===== config.mk =====
export PLATFORM = sky130hd
export DESIGN_NAME = halflife_decay_seq
export DESIGN_NICKNAME = d
export VERILOG_FILES = /design/src/rtl/halflife_pkg.sv /design/src/rtl/halflife_period_timer.sv /design/src/rtl/halflife_decay_seq.sv
export SDC_FILE = /design/constraint.sdc
export NUM_CORES = 1
export LEC_CHECK = 0
export CORE_MARGIN = 2
export CORE_UTILIZATION = 45
export CTS_CLUSTER_DIAMETER = 60
export CTS_CLUSTER_SIZE = 28
export DETAILED_ROUTE_END_ITERATION = 10
export GPL_ROUTABILITY_DRIVEN = 1
export PLACE_DENSITY = 0.71
export SYNTH_ARGS = -nofsm -noshare
export SYNTH_HDL_FRONTEND = slang
export SYNTH_SLANG_ARGS = --single-unit

===== constraint.sdc =====
create_clock -name clk -period 7.75 [get_ports clk]
set_clock_uncertainty 0.2 [all_clocks]
set_input_delay 1.55 -clock clk [delete_from_list [all_inputs] [get_ports clk]]
set_output_delay 1.55 -clock clk [all_outputs]
set_load 0.02 [all_outputs]

===== src/rtl/halflife_pkg.sv =====
// halflife_pkg: shared state encoding, default sizes and drain arithmetic for the decay sequencer.
package halflife_pkg;

    localparam int N_DEF         = 4;
    localparam int HALF_LIFE_DEF = 16;
    localparam int H_DEF         = 3;

    typedef enum logic [2:0] {IDLE, LOAD, WAIT, DRAIN, DONE} state_e;

    // Decrements needed to halve q, rounding the remaining count down.
    function automatic int unsigned half_drain(input int unsigned q);
        return q - (q >> 1);
    endfunction

endpackage


===== src/rtl/halflife_period_timer.sv =====
// halflife_period_timer: mod-HALF_LIFE counter with synchronous clear and a boundary flag on the last count.
module halflife_period_timer #(
    parameter int HALF_LIFE = 16
) (
    input  logic clk,
    input  logic rst,
    input  logic clr_i,
    output logic bnd_o
);

    localparam int TW = $clog2(HALF_LIFE);

    logic [TW-1:0] t_q, t_d;

    assign bnd_o = t_q == TW'(HALF_LIFE - 1);

    always_comb t_d = (clr_i || bnd_o) ? '0 : t_q + TW'(1);

    always_ff @(posedge clk)
        t_q <= rst ? '0 : t_d;

endmodule


===== src/rtl/halflife_decay_seq.sv =====
// halflife_decay_seq: drives a load/up/down counter so its value halves once per half-life
// period, issuing one down strobe per cycle until the count reaches 0.
module halflife_decay_seq
    import halflife_pkg::*;
#(
    parameter int N         = N_DEF,
    parameter int HALF_LIFE = HALF_LIFE_DEF,
    parameter int H         = H_DEF
) (
    input  logic         clk,
    input  logic         rst,
    input  logic         start,
    input  logic         abort,
    input  logic [N-1:0] init_val,
    input  logic [N-1:0] cnt_q,
    output logic         cnt_load,
    output logic [N-1:0] cnt_in,
    output logic         cnt_up,
    output logic         cnt_down,
    output logic         busy,
    output logic         done,
    output logic [H-1:0] halvings
);

    state_e       state_q, state_d;
    logic [N-1:0] drain_q, drain_d, cnt_in_q, cnt_in_d;
    logic [H-1:0] halv_q, halv_d;
    logic         last_q, last_d, load_q, load_d, down_q, down_d;
    logic         busy_q, busy_d, done_q, done_d;
    logic         bnd, sample;

    halflife_period_timer #(.HALF_LIFE(HALF_LIFE)) u_timer (
        .clk  (clk),
        .rst  (rst),
        .clr_i(state_q == LOAD),
        .bnd_o(bnd)
    );

    assign sample = state_q == WAIT && bnd;

    always_ff @(posedge clk) begin
        if (rst) begin
            state_q  <= IDLE;
            drain_q  <= '0;
            last_q   <= 1'b0;
            halv_q   <= '0;
            load_q   <= 1'b0;
            down_q   <= 1'b0;
            busy_q   <= 1'b0;
            done_q   <= 1'b0;
            cnt_in_q <= '0;
        end else begin
            state_q  <= state_d;
            drain_q  <= drain_d;
            last_q   <= last_d;
            halv_q   <= halv_d;
            load_q   <= load_d;
            down_q   <= down_d;
            busy_q   <= busy_d;
            done_q   <= done_d;
            cnt_in_q <= cnt_in_d;
        end
    end

    always_comb begin
        state_d = state_q;
        unique case (state_q)
            IDLE:    if (start && !abort) state_d = (init_val != '0) ? LOAD : DONE;
            LOAD:    state_d = WAIT;
            WAIT:    if (bnd) state_d = (half_drain(32'(cnt_q)) != 0) ? DRAIN : DONE;
            DRAIN:   if (drain_q == N'(1)) state_d = last_q ? DONE : WAIT;
            DONE:    state_d = IDLE;
            default: state_d = IDLE;
        endcase
        if (abort && state_q inside {LOAD, WAIT, DRAIN}) state_d = IDLE;
    end

    // Outputs are computed from the next state so each strobe lines up with its state.
    always_comb begin
        load_d   = state_d == LOAD;
        down_d   = state_d == DRAIN;
        busy_d   = state_d inside {LOAD, WAIT, DRAIN};
        done_d   = state_d == DONE;
        cnt_in_d = (state_d == LOAD) ? init_val : '0;
        drain_d  = sample ? N'(half_drain(32'(cnt_q))) : (state_q == DRAIN) ? drain_q - N'(1) : drain_q;
        last_d   = sample ? cnt_q <= N'(1) : last_q;
        halv_d   = (state_q == IDLE && state_d == LOAD) ? '0 :
                   (sample && !abort && !(&halv_q)) ? halv_q + H'(1) : halv_q;
    end

    // An abort cancels the strobe of its own cycle, leaving the counter untouched.
    assign cnt_load = load_q && !abort;
    assign cnt_down = down_q && !abort;
    assign cnt_in   = cnt_in_q;
    assign cnt_up   = 1'b0;
    assign busy     = busy_q;
    assign done     = done_q;
    assign halvings = halv_q;

endmodule


==> results of run 1 <==
## final cells by class
| type | instances | area [um^2] |
|---|---|---|
| inverter | 10 | 37.5 |
| sequential | 23 | 460 |
| timing repair buffer | 22 | 220 |
| clock buffer | 3 | 22.5 |
| multi-input combinational | 98 | 762 |
| clock inverter | 1 | 5.00 |
| tap | 31 | 38.8 |
| fill | 258 | 1160 |
## per-layer routing
metal	track usage (%)	vias to the layer above	wire length, um
met5	0	-	0
met4	6.64	0	19
met3	3.63	2	94
met2	29.1	21	1230
met1	19.9	486	1100
li1	-	524	-
## worst max-delay path, delay by kind of cell
kind / cells / cell delay (ns)
and+or+nand+nor: 1 / 0.15
buffers and inverters: 2 / 1.10
## power breakdown
group	leakage, nW	switching (W)	internal (W)
logic	0.429	0.0000186	0.0000182
registers	0.187	0.00000289	0.000122
clock network	0.0177	0.0000363	0.0000193
total	0.633	0.0000578	0.000160
## path summary, 6_finish.rpt
check | from | endpoint | cells past startpoint
hold reg to reg | u_timer.t_q[0]$_SDFF_PP0_ | u_timer.t_q[0]$_SDFF_PP0_ | 1
setup reg to reg | drain_q[0]$_SDFFE_PP0P_ | busy$_SDFF_PP0_ | 5
hold / removal | u_timer.t_q[0]$_SDFF_PP0_ | u_timer.t_q[0]$_SDFF_PP0_ | 1
setup / recovery | abort | cnt_load | 3
## cell usage in the layout (no fill, tap or decap), types with 2 or more instances in the layout
master	instances
sky130_fd_sc_hd__a21oi_1	7
sky130_fd_sc_hd__a221oi_1	2
sky130_fd_sc_hd__and2_1	6
sky130_fd_sc_hd__and3_1	2
sky130_fd_sc_hd__clkbuf_4	3
sky130_fd_sc_hd__clkdlybuf4s50_1	22
sky130_fd_sc_hd__dfxtp_1	23
sky130_fd_sc_hd__ha_1	11
sky130_fd_sc_hd__inv_1	10
sky130_fd_sc_hd__mux2i_1	2
sky130_fd_sc_hd__nand2b_1	4
sky130_fd_sc_hd__nand3_1	3
sky130_fd_sc_hd__nand3b_1	2
sky130_fd_sc_hd__nor2_1	14
sky130_fd_sc_hd__nor2b_1	3
sky130_fd_sc_hd__nor3_1	4
sky130_fd_sc_hd__nor3b_1	2
sky130_fd_sc_hd__nor4_1	2
sky130_fd_sc_hd__nor4_2	2
sky130_fd_sc_hd__o211ai_1	2
sky130_fd_sc_hd__o21ba_2	2
sky130_fd_sc_hd__xor2_1	4
## registers in the layout, summed over array words and instances, names as in the netlist
signal and cells:
busy 1, done 1, halvings 3, down_q 1, u_timer.t_q 4, cnt_in 4, drain_q 4, load_q 1
last_q 1, state_q 3
## cell families (layout without fill, tap and decap cells)
family,after synthesis,in the layout
buffers and inverters,12,36
DFF,23,23
and+or+nand+nor,55,55
other,1,1
AOI/OAI and AO/OA,24,24
muxes,2,2
xor gates and xnor gates,4,4
adders and majority gates,12,12
## per-stage QoR
step	util, %	cell area (um^2)	cells
2_1_floorplan	-	1270	133
3_3_place_gp	56.0	1520	184
3_5_place_dp	56.0	1520	184
4_1_cts	57.1	1550	188
5_1_grt	57.1	1550	188
6_report	57.1	1550	188
==> impl_summary.log, run 1 <==
INFO  metric outcome = completed
INFO  metric crit_path_frequent_cell = sky130_fd_sc_hd__clkdlybuf4s50_1
INFO  metric async_flop_share = 0%
INFO  metric layout.nets = ~180
INFO  metric worstSkewPairLatency = about 0.31 ns
INFO  metric hold_violations = 0
INFO  metric synth_top_cell_by_area = sky130_fd_sc_hd__dfxtp_1
INFO  metric die_h = between 50 and 60 um
INFO  metric io_pins = 24
INFO  metric postSynthCellCount = ~130
INFO  metric antenna_found_initial = 0
INFO  metric synth_most_common_cell = sky130_fd_sc_hd__dfxtp_1
INFO  metric rsz0062_at_grt = false
INFO  metric postRouteAntennaNets = 0
INFO  metric yosysWarningCount = 0
INFO  metric synth_enable_flop_cells = 0
INFO  metric synth_sequential_area_ratio = a little over a third
INFO  metric total_clock_sinks = 23
INFO  metric gp_congestion = roughly 0.8
INFO  metric cts_hold_buf = 0
INFO  metric critical_path.slowest_cell = sky130_fd_sc_hd__clkdlybuf4s50_1
INFO  metric fin_hold_ws = 0.258 ns
INFO  metric initial_utilization = around 47%
INFO  metric cts_setup_buffers = 0
INFO  metric cts_root_buffer = sky130_fd_sc_hd__clkbuf_4
INFO  metric post-dp-hpwl = roughly 2.0 mm
INFO  metric setup_total_negative_slack = 0 ns
INFO  metric synth_top_family_by_area = simple AND/OR/NAND/NOR gates
INFO  metric global_route.overflow_total = 0
INFO  metric placementRows = 19
INFO  metric tritoncts = built
INFO  metric critPathKind = in2out
INFO  metric first_pass_iteration_count_of_the_detailed_router = 4
INFO  metric flip_flop_and_latch_count_after_synthesis = 23
INFO  metric drt-wirelength-per-cell = about 13 um
INFO  metric number_of_buffers_between_clock_root_and_the_deepest_sink = 2
INFO  metric number_of_global_route_vias_before_repair = 1086
INFO  metric coreArea = between 2000 and 3000 um^2
INFO  metric post_synth_num_cell_types = 46
INFO  metric cts.repair.resized = 0
INFO  metric slew-limit-headroom = around three fifths
INFO  metric drt-initial-drc-count = 21
INFO  metric leakagePower = 0.633 nW
INFO  metric synth-main-ff-cell = sky130_fd_sc_hd__dfxtp_1
INFO  metric design_power_total = 0.000217 W
INFO  metric cts.reportedPaths.clkPinSlew = roughly 0.12 ns
INFO  metric max_freq = 0.220 GHz
INFO  metric die_area = approximately 3300 um^2
INFO  metric viasPerCell = 5.49
INFO  metric fp.dieW = around 57 um
INFO  metric critPathMaxFanout = 5
INFO  metric antennaDiodeCount = 0
INFO  metric crit_chain = clkdlybuf4s50_1 > nor2b_1 > clkdlybuf4s50_1
INFO  metric remaining_drc_errors = 0
INFO  metric setup_viol = 0
INFO  metric layout-area-overhead-vs-synth = 21.7%
INFO  metric h_tree_depth_reported_by_cts = 1
INFO  metric final.setup.worst_slack = ~3.2 ns
INFO  metric synth.net_count = around 160
INFO  metric synthTopCellsByArea = sky130_fd_sc_hd__dfxtp_1, sky130_fd_sc_hd__ha_1, sky130_fd_sc_hd__nor2_1, sky130_fd_sc_hd__and2_1, sky130_fd_sc_hd__inv_1
INFO  metric worst_ir_drop_vdd = 0.126 mV
INFO  metric synth_area_per_cell = ~9.6 um^2
INFO  metric cts_inserted_buffers = 3
INFO  metric wire_length_of_the_first_global_routing_pass = 4.40 mm
INFO  metric cap_viol_max_count = 0
INFO  metric cp-end-kind = output pin
INFO  metric gr-usage-all-layers = 16.7%
INFO  metric yosysTopAreaCellShare = 36.2%
INFO  metric drive_gt1_share = 10.8%
INFO  metric min_period_over_period = approximately three fifths
INFO  metric synth_compound_area_share = between 15 and 20%
INFO  metric setup.reg_to_reg.worst_slack = approximately 5.7 ns
INFO  metric cp_slowest_stage_delay = ~0.6 ns
INFO  metric arrival = ~2.8 ns
INFO  metric critical_path_required = 6.00 ns
INFO  metric muxShareOfSynthArea = about 1.6%
INFO  metric vias = 1033
INFO  metric grt_start_max_net_pins = 14
INFO  metric synthSimpleGateAreaFrac = approximately 27%
INFO  metric xor_xnor_cell_area_share_of_the_yosys_netlist = roughly 2.8%
INFO  metric power_density = around 140 nW/um^2
INFO  metric crit_path_start_kind = input pin
INFO  metric synth_top_cells_by_count = sky130_fd_sc_hd__dfxtp_1, sky130_fd_sc_hd__nor2_1, sky130_fd_sc_hd__ha_1
INFO  metric numPortBuffers = 22
INFO  metric routed_wl = between 2 and 2.5 mm
INFO  metric timing_worst_slew_pin_value = 0.596 ns
INFO  metric finalMaxSlewViolations = 0
INFO  metric yosys.area_share.adder = between 10% and 20%
INFO  metric post-place-ws = ~3.2 ns
INFO  metric syn_area = about 1300 um^2
INFO  metric finalCriticalPeriod = about 4.5 ns
INFO  metric worstHoldPathType = reg2reg
Power figures use the tool's default switching activity.
==> inputs of run 2 (changes only) <==
- PLACE_DENSITY: 0.71 -> 0.73
- clock period: 7.75 -> 3.8 ns (I/O delays scaled with it)
==> run 2 against run 1 <==
  * Non-clock buffer count unchanged
  * Utilization is the same
  * Via count increased by 0.29%
  * Critical path depth rose by 5
  * Sequential power rose by 100%
  * Clock power grew 100%
  * Hold slack improved by 0.0053 ns
  * Register-to-register slack worse by 4.0 ns
  * Worst setup slack worse by 2.5 ns
  * Power increased by 100%
  * Critical endpoint is now state_q[0]$_SDFF_PP0_
  * Highest routed layer unchanged
==> impl_summary.log, run 2 (synthesized netlist as in run 1, its figures left out) <==
INFO  metric outcome = completed
INFO  metric gp_congestion = between 0.7 and 0.8
INFO  metric setup.reg_to_reg.worst_slack = between 1.5 and 2 ns
INFO  metric vias = a little over 1000
INFO  metric post-dp-hpwl = around 2.0 mm
INFO  metric worstHoldPathType = reg2reg
INFO  metric multi_input_comb_area = about 760 um^2
INFO  metric number_of_global_route_vias_before_repair = between 900 and 1000
INFO  metric cts.reportedPaths.clkPinSlew = ~0.13 ns
INFO  metric busiest_layer = met2
INFO  metric crit_chain = clkdlybuf4s50_1 > ha_1 > inv_1 > fa_1 > or3b_1 > a211o_2 > o31ai_4 > a21oi_1
INFO  metric crit_path_start_kind = input pin
INFO  metric post-place-cells = around 180
INFO  metric cts_setup_buffers = 0
INFO  metric first_pass_iteration_count_of_the_detailed_router = 4
INFO  metric met2_usage = a little over a quarter
INFO  metric worst_r2r_startpoint = drain_q[0]$_SDFFE_PP0P_
INFO  metric worstHoldStart = u_timer.t_q[0]$_SDFF_PP0_
INFO  metric h_tree_depth_reported_by_cts = 1
INFO  metric worst_ir_drop_vdd = 0.192 mV
INFO  metric reg2reg_depth = 5
INFO  metric routed_wl = roughly 2.4 mm
INFO  metric mostFrequentLayoutCell = sky130_fd_sc_hd__dfxtp_1
INFO  metric antennaDiodeCount = 0
INFO  metric total_clock_sinks = 23
INFO  metric cts_hold_buf = 0
INFO  metric cp_slowest_stage_delay = 0.57 ns
INFO  metric drive_gt1_share = 10.8%
INFO  metric critPathKind = in2reg
INFO  metric cp-end-kind = flop
INFO  metric arrival = about 3.1 ns
INFO  metric number_of_buffers_between_clock_root_and_the_deepest_sink = 2
INFO  metric setup_viol = 0
INFO  metric fillers = ~260
INFO  metric rsz0062_at_grt = false
INFO  metric io_pins = 24
INFO  metric die_area = 3270 um^2
INFO  metric drt-wirelength-per-cell = ~13 um
INFO  metric leakagePower = roughly 0.63 nW
INFO  metric critical_path.slowest_cell = sky130_fd_sc_hd__clkdlybuf4s50_1
INFO  metric grt_start_max_net_pins = 14
INFO  metric finalMaxSlewViolations = 0
INFO  metric min_period_over_period = between 80 and 90%
INFO  metric layout.nets = 182
INFO  metric antenna_found_initial = 0
INFO  metric initial_utilization = around 47%
INFO  metric global_route.overflow_total = 0
INFO  metric combPwrFrac = roughly 17%
INFO  metric placementRows = 19
INFO  metric die_h = about 57 um
INFO  metric power_density = 285 nW/um^2
INFO  metric viasPerCell = 5.51
INFO  metric slew-limit-headroom = between 60% and 70%
INFO  metric postRouteAntennaNets = 0
INFO  metric power.switching_fraction = between 20% and 30%
INFO  metric numPortBuffers = 22
INFO  metric stdcell_count = approximately 190
INFO  metric fp.dieW = ~57 um
INFO  metric critPathMaxFanout = 4
INFO  metric fin_hold_ws = 0.264 ns
INFO  metric cts.repair.resized = 0
INFO  metric gr-usage-all-layers = between 10% and 20%
INFO  metric remaining_drc_errors = 0
INFO  metric power.internal = between 0.0003 and 0.0004 W
INFO  metric hold_violations = 0
INFO  metric worstSkewPairLatency = around 0.3 ns
INFO  metric wire_length_of_the_first_global_routing_pass = around 4.1 mm
INFO  metric cap_viol_max_count = 0
INFO  metric drt-initial-drc-count = 12
INFO  metric switching_power = 0.000115 W
INFO  metric critical_path_required = between 3 and 4 ns
INFO  metric clkPwrFrac = around 25%
INFO  metric coreArea = 2710 um^2
INFO  metric whs_endpoint = u_timer.t_q[0]$_SDFF_PP0_
INFO  metric timing_worst_slew_pin_value = roughly 0.55 ns
INFO  metric cts_root_buffer = sky130_fd_sc_hd__clkbuf_4
INFO  metric met1_usage = about a fifth
INFO  metric seq_power_share = between 50% and 60%
INFO  metric finalCriticalPeriod = slightly above 3 ns
INFO  metric tritoncts = built
INFO  metric grtUsageMet3 = around 3.9%
INFO  metric layout.area.seq = between 400 and 500 um^2
INFO  metric setup_total_negative_slack = 0 ns
INFO  metric layout-area-overhead-vs-synth = 21.7%
INFO  metric timing.hold.worst_path_depth = 1
INFO  metric r2r-end = busy$_SDFF_PP0_
INFO  metric cts_inserted_buffers = 3
INFO  metric mostFrequentLayoutCells = sky130_fd_sc_hd__dfxtp_1, sky130_fd_sc_hd__clkdlybuf4s50_1, sky130_fd_sc_hd__nor2_1
INFO  metric max_freq = between 0.3 and 0.4 GHz
==> run 2: area by class of cell <==
cell class,instances,share of cell area (%)
multi-input combinational,98,49.3
sequential,23,29.8
timing repair buffer,22,14.2
clock buffer,3,1.46
clock inverter,1,0.324
inverter,10,2.43
tap,31,2.51
==> run 2: through the flow <==
stage,power [W],area (um^2),utilization [%],worst slack [ns]
global placement,0.000333,1520,56.0,0.454
floorplan,0.000307,1270,-,1.04
detailed placement,0.000336,1520,56.0,0.347
finish,0.000441,1550,57.1,0.686
CTS,0.000447,1550,57.1,0.694
global route,0.000462,1550,57.1,0.557
==> run 2: per-layer routing <==
layer	vias up	share of wire (%)
met5	-	0
met4	0	0.86
met3	2	4.6
met2	23	48
met1	492	46
li1	519	-
==> run 2: worst max-delay path by stage <==
stage / slack (ns) / cells past startpoint / startpoint / to
after floorplan: 1.04 / 8 / cnt_q[0] / down_q$_SDFF_PP0_
after global placement: 0.45 / 8 / cnt_q[1] / down_q$_SDFF_PP0_
after detailed placement: 0.35 / 8 / cnt_q[1] / state_q[0]$_SDFF_PP0_
after CTS: 0.69 / 8 / cnt_q[1] / state_q[0]$_SDFF_PP0_
after global routing: 0.56 / 8 / cnt_q[1] / state_q[0]$_SDFF_PP0_
final: 0.69 / 8 / cnt_q[1] / state_q[0]$_SDFF_PP0_
==> run 2: power by group through the flow <==
stage / sequential (W) / clock (W) / combinational (W)
after floorplan: 0.000262 / 0 / 0.0000453
after global placement: 0.000260 / 0 / 0.0000736
final: 0.000255 / 0.000111 / 0.0000758
after detailed placement: 0.000260 / 0 / 0.0000761
after CTS: 0.000255 / 0.000115 / 0.0000766
after global routing: 0.000256 / 0.000122 / 0.0000842
==> run 2: worst max-delay path: cells and delay by family <==
family	cells	cell delay (ns)
AO/OA/AOI/OAI	3	0.76
AND/OR/NAND/NOR	1	0.37
buffers and inverters	2	0.63
adder cells (fa/ha/maj)	2	0.60
